===== src/rtl/controlador_estacionamiento_pkg.sv =====
// Shared types and defaults for the parking-lot entry gate controller.
package controlador_estacionamiento_pkg;

    typedef enum logic [1:0] {
        ESPERA_VEHICULO = 2'd0,
        ESPERA_PIN      = 2'd1,
        ABIERTO         = 2'd2,
        BLOQUEO         = 2'd3
    } estado_e;

    localparam logic [7:0]  PIN_CORRECTO_DEF = 8'b0010_0100;
    localparam int unsigned MAX_INTENTOS_DEF = 3;

    localparam int unsigned         CNT_W   = 2;
    localparam logic [CNT_W-1:0]    CNT_MAX = '1;

endpackage


===== src/rtl/controlador_estacionamiento.sv =====
// Moore entry-gate controller: vehicle detect, PIN check, open/close,
// wrong-PIN alarm and tailgating lock. All outputs are registered.
module controlador_estacionamiento
    import controlador_estacionamiento_pkg::*;
#(
    parameter logic [7:0]  PIN_CORRECTO = PIN_CORRECTO_DEF,
    parameter int unsigned MAX_INTENTOS = MAX_INTENTOS_DEF
) (
    input  logic       Clk,
    input  logic       Reset,
    input  logic [7:0] Pin,
    input  logic       Vehiculo,
    input  logic       Termino,
    output logic       Cerrado,
    output logic       Abierto,
    output logic       Alarma,
    output logic       Bloqueo
);

    estado_e          estado_q, estado_d;
    logic [CNT_W-1:0] intentos_q, intentos_d;
    logic             alarma_flag_q, alarma_flag_d;
    logic             cerrado_q, cerrado_d;
    logic             abierto_q, abierto_d;
    logic             alarma_q, alarma_d;
    logic             bloqueo_q, bloqueo_d;
    logic             pin_ok_c;
    logic             pin_vacio_c;

    assign pin_ok_c    = (Pin == PIN_CORRECTO);
    assign pin_vacio_c = (Pin == 8'h00);

    always_ff @(posedge Clk) begin
        if (!Reset) begin
            estado_q      <= ESPERA_VEHICULO;
            intentos_q    <= '0;
            alarma_flag_q <= 1'b0;
            cerrado_q     <= 1'b1;
            abierto_q     <= 1'b0;
            alarma_q      <= 1'b0;
            bloqueo_q     <= 1'b0;
        end else begin
            estado_q      <= estado_d;
            intentos_q    <= intentos_d;
            alarma_flag_q <= alarma_flag_d;
            cerrado_q     <= cerrado_d;
            abierto_q     <= abierto_d;
            alarma_q      <= alarma_d;
            bloqueo_q     <= bloqueo_d;
        end
    end

    always_comb begin
        estado_d      = estado_q;
        intentos_d    = intentos_q;
        alarma_flag_d = alarma_flag_q;

        case (estado_q)
            ESPERA_VEHICULO: begin
                if (Vehiculo) estado_d = ESPERA_PIN;
            end
            ESPERA_PIN: begin
                if (pin_ok_c) begin
                    estado_d      = ABIERTO;
                    intentos_d    = '0;
                    alarma_flag_d = 1'b0;
                end else if (!pin_vacio_c) begin
                    // Saturating count: each cycle a wrong code is present is one attempt
                    if (intentos_q != CNT_MAX) intentos_d = intentos_q + CNT_W'(1);
                    if (32'(intentos_d) >= MAX_INTENTOS) alarma_flag_d = 1'b1;
                end
            end
            ABIERTO: begin
                if (Termino) estado_d = Vehiculo ? BLOQUEO : ESPERA_VEHICULO;
            end
            BLOQUEO: begin
                if (pin_ok_c) begin
                    estado_d      = ESPERA_VEHICULO;
                    intentos_d    = '0;
                    alarma_flag_d = 1'b0;
                end
            end
            default: estado_d = ESPERA_VEHICULO;
        endcase

        // Outputs decoded from the next state so they land on the same edge as the state
        cerrado_d = (estado_d != ABIERTO);
        abierto_d = (estado_d == ABIERTO);
        bloqueo_d = (estado_d == BLOQUEO);
        alarma_d  = (estado_d == BLOQUEO) || ((estado_d == ESPERA_PIN) && alarma_flag_d);
    end

    assign Cerrado = cerrado_q;
    assign Abierto = abierto_q;
    assign Alarma  = alarma_q;
    assign Bloqueo = bloqueo_q;

endmodule


===== config.mk =====
export PLATFORM = sky130hd
export DESIGN_NAME = controlador_estacionamiento
export DESIGN_NICKNAME = d
export VERILOG_FILES = /design/src/rtl/controlador_estacionamiento_pkg.sv /design/src/rtl/controlador_estacionamiento.sv
export SDC_FILE = /design/constraint.sdc
export NUM_CORES = 1
export LEC_CHECK = 0
export CAP_MARGIN = 20
export CORE_AREA = 2 2 39 41
export CTS_BUF_LIST = sky130_fd_sc_hd__clkbuf_4 sky130_fd_sc_hd__clkbuf_8
export DETAILED_ROUTE_END_ITERATION = 8
export DIE_AREA = 0 0 41 43
export SLEW_MARGIN = 40
export SYNTH_ARGS = -nofsm -noshare
export SYNTH_HDL_FRONTEND = slang
export SYNTH_SLANG_ARGS = --single-unit

===== constraint.sdc =====
create_clock -name Clk -period 1.5 [get_ports Clk]
set_input_delay 0.3 -clock Clk [delete_from_list [all_inputs] [get_ports Clk]]
set_output_delay 0.3 -clock Clk [all_outputs]
set_load 0.005 [all_outputs]

# Word-level counts from Yosys, hierarchy flattened
# Cells that the tools add are included.
# totals
ff_bits	9
input_bits	12
out_inout_bits	4
word_cells	45
# classes
addsub	1
n_lt_le_gt_ge	1
eq_ne	11
mux	19
reduce_logical	6
# ops
operator	count
$mux 2	12
$eq 2x2->1 const B	4
$eq 8x6->1 const B	1
$logic_not 8->1	1
$pmux 2 s4	1
$ne 2x2->1 const B	3
$eq 2x1->1 const B	2
$mux 1	4
$pmux 2 s2	1
$ne 3x3->1 const B	1
$reduce_and 3->1	1
$add 2x1->2 const B	1
$ge 2x2->1 const B	1
$logic_not 2->1	1
$pmux 1 s2	1
$reduce_bool 2->1	1
$logic_and 1x1->1	1
$logic_or 1x1->1	1

# Longest topological paths before layout
# Gate-level depths: netlist (run 1).
# logic_depth
ltp_word	12
mapped_depth	4
mapped_depth_nobuf	4

# Worst setup path after synthesis (run 1)
# OpenSTA, ideal clock, no wires.
# synth_timing
path_type	in2reg
from	in Pin[3]
to	reg intentos_q[0]
setup_ns	0.072
t_arrival_ns	1.174
required_ns	1.428
slack_ns	0.254
cell_stages	4
n_path_buf	0
cell_sequence	nor4_4 -> a21oi_1 -> o31ai_2 -> mux2i_1
# synth_between
elab_chain_len	3
word_cells_on_any_way	7
cone_classes	3 x eq/ne; 2 x mux; 2 x reduce/logical
# synth_lines
element	line_no	rtl
start, declared	controlador_estacionamiento.sv:11	input logic [7:0] Pin,
$eq 8x6->1 / $logic_not 8->1 (equally long branches)	controlador_estacionamiento.sv:30, controlador_estacionamiento.sv:31	
$ne 3x3->1 (no line), or another cell as far along	-	
$reduce_and 3->1 (no line) / $pmux 2 s2 (equally long branches)	-	
end signal, assigned	controlador_estacionamiento.sv:44	intentos_q <= intentos_d;
end, declared	controlador_estacionamiento.sv:21	logic [CNT_W-1:0] intentos_q, intentos_d;
# Parallel ways exist; a longest one is shown, timed or not.
# A chain may end at the register's enable or synchronous reset.

# Final worst setup path (run 1)
# layout_timing
from	in Pin[6]
to	reg intentos_q[0]
# Same word-level chain as after synthesis.

==> results of run 1 <==
[cell families (layout without fill, tap and decap cells)]
logic type	count (synthesis)	after routing	share of synthesized area
simple gates	19	19	0.281
compound gates	14	14	0.222
flops	9	9	0.426
buf+inv	3	28	0.0266
xor+xnor	1	1	0.0207
mux	1	1	0.0237
[power groups by stage]
stage	Combinational (mW)	Sequential (mW)	Clock, mW
2_1_floorplan	0.0329	0.258	0
3_3_place_gp	0.0830	0.260	0
3_5_place_dp	0.0842	0.260	0
4_1_cts	0.0856	0.255	0.211
5_1_grt	0.0958	0.258	0.229
6_report	0.0867	0.257	0.204
[cell usage in the layout (no fill, tap or decap)]
master and n:
nor3b_1 1, nand3_1 2, and2_1 1, a31oi_1 1, dfxtp_1 9, a21oi_2 1
and2_4 1, inv_1 3, mux2i_1 1, nor2b_1 2, a21oi_1 5, buf_4 6
and4bb_2 1, clkbuf_4 4, clkdlybuf4s50_1 10, a22o_1 1, nor2_1 6, dlymetal6s2s_1 5
nand4_1 1, nand2_1 3, o311ai_2 1, o211ai_1 1, o21ba_2 1, xnor2_1 1
o21ai_0 2, o31ai_4 1, nor4_4 1
[what timing repair did]
| item | 4_1_cts | 5_1_grt |
|---|---|---|
| resized for setup | 1 | 8 |
| cloned | 0 | 0 |
| setup endpoints to repair | 2 | 6 |
| buffers inserted | 1 | 0 |
| pin swaps | 1 | 4 |
[cell usage after synthesis]
cell / n
dfxtp_1: 9
a21oi_1: 6
nor2_1: 6
inv_1: 3
nand2_1: 3
nand3_1: 2
nor2b_1: 2
o21ai_0: 2
a22o_1: 1
a31oi_1: 1
and2_1: 1
and2_4: 1
and4bb_1: 1
mux2i_1: 1
nand4_1: 1
nor3b_1: 1
nor4_4: 1
o211ai_1: 1
o21ba_2: 1
o311ai_1: 1
o31ai_2: 1
xnor2_1: 1
[flip-flops by register name (all words and copies together) (netlist names)]
signal / flops
estado_q: 2
intentos_q: 2
Abierto: 1
Alarma: 1
Bloqueo: 1
Cerrado: 1
alarma_flag_q: 1
[per-layer routing]
metal,vias up,part of all wire,global-route usage
met3,3,0.043,0.0314
met1,195,0.37,0.170
met5,-,0,0
met4,0,0.028,0.140
met2,17,0.55,0.197
li1,221,-,-
[worst paths after layout]
check | start | to | slack [ns]
min | alarma_flag_q$_SDFF_PN0_ | alarma_flag_q$_SDFF_PN0_ | 0.47
max reg2reg | estado_q[1]$_SDFF_PN0_ | Alarma$_SDFF_PN0_ | 0.28
min reg2reg | alarma_flag_q$_SDFF_PN0_ | alarma_flag_q$_SDFF_PN0_ | 0.47
max | Pin[6] | intentos_q[0]$_SDFFE_PN0P_ | 0.08
[layout make-up]
cell class	instances	area share
clock buffers	4	0.0429
repair buffers	21	0.296
well taps	16	0.0286
inverters	3	0.0161
multi-input cells	35	0.359
flip-flops and latches	9	0.257
[tightest hold or removal path: cells and delay by family, from the launching register on]
family | cells | cell delay [ns]
compound gates | 1 | 0.05
flops | 1 | 0.31
simple gates | 1 | 0.07
[stage by stage]
| step | utilization | hold slack [ns] |
|---|---|---|
| 2_1_floorplan | - | 0.362 |
| 6_report | 0.506 | 0.469 |
| 3_3_place_gp | 0.456 | 0.453 |
| 3_5_place_dp | 0.456 | 0.457 |
| 5_1_grt | 0.506 | 0.489 |
| 4_1_cts | 0.486 | 0.473 |
==> flow_summary.yaml, run 1 <==
run_status:
  status: "complete, no violations"
clock_network:
  clk_latency_ns: 0.26
  ctsRootBufferMaster: "clkbuf_4"
  clkTransAtPathRegs_ns: 0.06
  cts_tree: "done"
  ctsLongestPathBuffers: 2
  cts_hold_buf: 0
  h-tree-depth: 1
  clock-sinks: 9
  numCtsBuffers: 3
sta:
  fmax_mhz: 706
  hold_viol: 0
  setup_viol: 0
  finalClockSkew_ns: 0.00510
  rsz0062_at_grt: "false"
  fin_crit_sh: 0.944
  worstMarginPinSlew_ns: 0.326
  final.setup.tns_ns: 0
  setup_ws_ns: 0.0841
  min_period_ns: 1.42
  slew_headroom: 0.783
  report.final.slew_viol_count: 0
place:
  place_congestion: 0.798
  io_buffers: 15
  place_ws_ns: -0.335
  post-place-cells: 83
  place_area_um2: 631
  dp.final_hpwl_um: 725
floorplanning:
  die_x_um: 41
  initial_utilization: 0.306
  core_area_um2: 1380
  die-area_um2: 1760
  pin_count: 16
  num_rows: 14
  die_y_um: 43
critical_path:
  path_max_fanout: 6
  ff2ff_path_depth: 5
  crit_path_start_kind: "input pin"
  path_class: "in -> reg"
  cp.depth: 6
  worst_ep_arrival_time_ns: 1.61
  path_cells: "clkdlybuf4s50_1 > nor4_4 > buf_4 > and2_4 > o31ai_4 > mux2i_1"
  cpPeakStageDelay_ns: 0.51
  worstSetupEndpointType: "register"
  critPathTopFamily: "buffers and inverters"
  cpMaxStageDelayCell: "clkdlybuf4s50_1"
  required_ns: 1.70
  path_buf_inv: 2
synthesis:
  syn_avg_cell_area_um2: 9.00
  ys_seq_elements: 9
  syn_nets: 59
  yosysTopAreaCell: "dfxtp_1"
  yosys.area.top_type_share: 0.426
  yosys_warnings: 0
  syn_inst: 47
  synth.area.top_cells: "dfxtp_1 43%, a21oi_1 7.1%, nor2_1 5.3%"
  ys_types: 22
  ys_seq_area_frac: 0.426
  syn_area_um2: 423
layout:
  n_fill_cell: 152
  layout.cells.non_filler: 88
  multiInputGateArea_um2: 251
  drive_above_1_share: 0.236
  syn2layout_area_growth_pct: 65.7
  nets: 85
  diodes: 0
  seq_area_um2: 180
  fin_area_um2: 701
routing:
  drt_iter0_drc: 1
  vias_per_cell: 4.95
  wire_per_inst_um: 11.6
  wirelength_um: 1020
  drt_drc_violations_left: 0
  drtAntennaViolNets: 0
  dr.pass1.iters: 3
  num_vias: 436
power:
  power_mw: 0.547
  p_per_area_nw_per_um2: 781
  switching_share: 0.233
  pwr-share-clk: 0.372
  p_seq_frac: 0.469
  internal_power_mw: 0.420
  p_leak_nw: 0.301
  switchingPower_mw: 0.127
  pwr-share-comb: 0.158
  vdd_drop_max_mv: 0.316
global_route:
  grt_max_degree: 9
  grt_pass1_wl_um: 1660
  grt_usage: 0.144
  grt_antenna_before_repair: 0
  grt_overflow: 0
  grt_pass1_vias: 416
min_path:
  min_path_type: "reg -> reg"
  holdPathStages: 2
job:
  drv_cap: 0
Note: power is estimated with default switching activity, not from simulation.
==> run 2, diff against run 1 <==
- SKIP_LAST_GASP: unset -> 1
==> results of run 2 <==
Same layout as run 1: the final DEF is identical, and so are final timing and power.
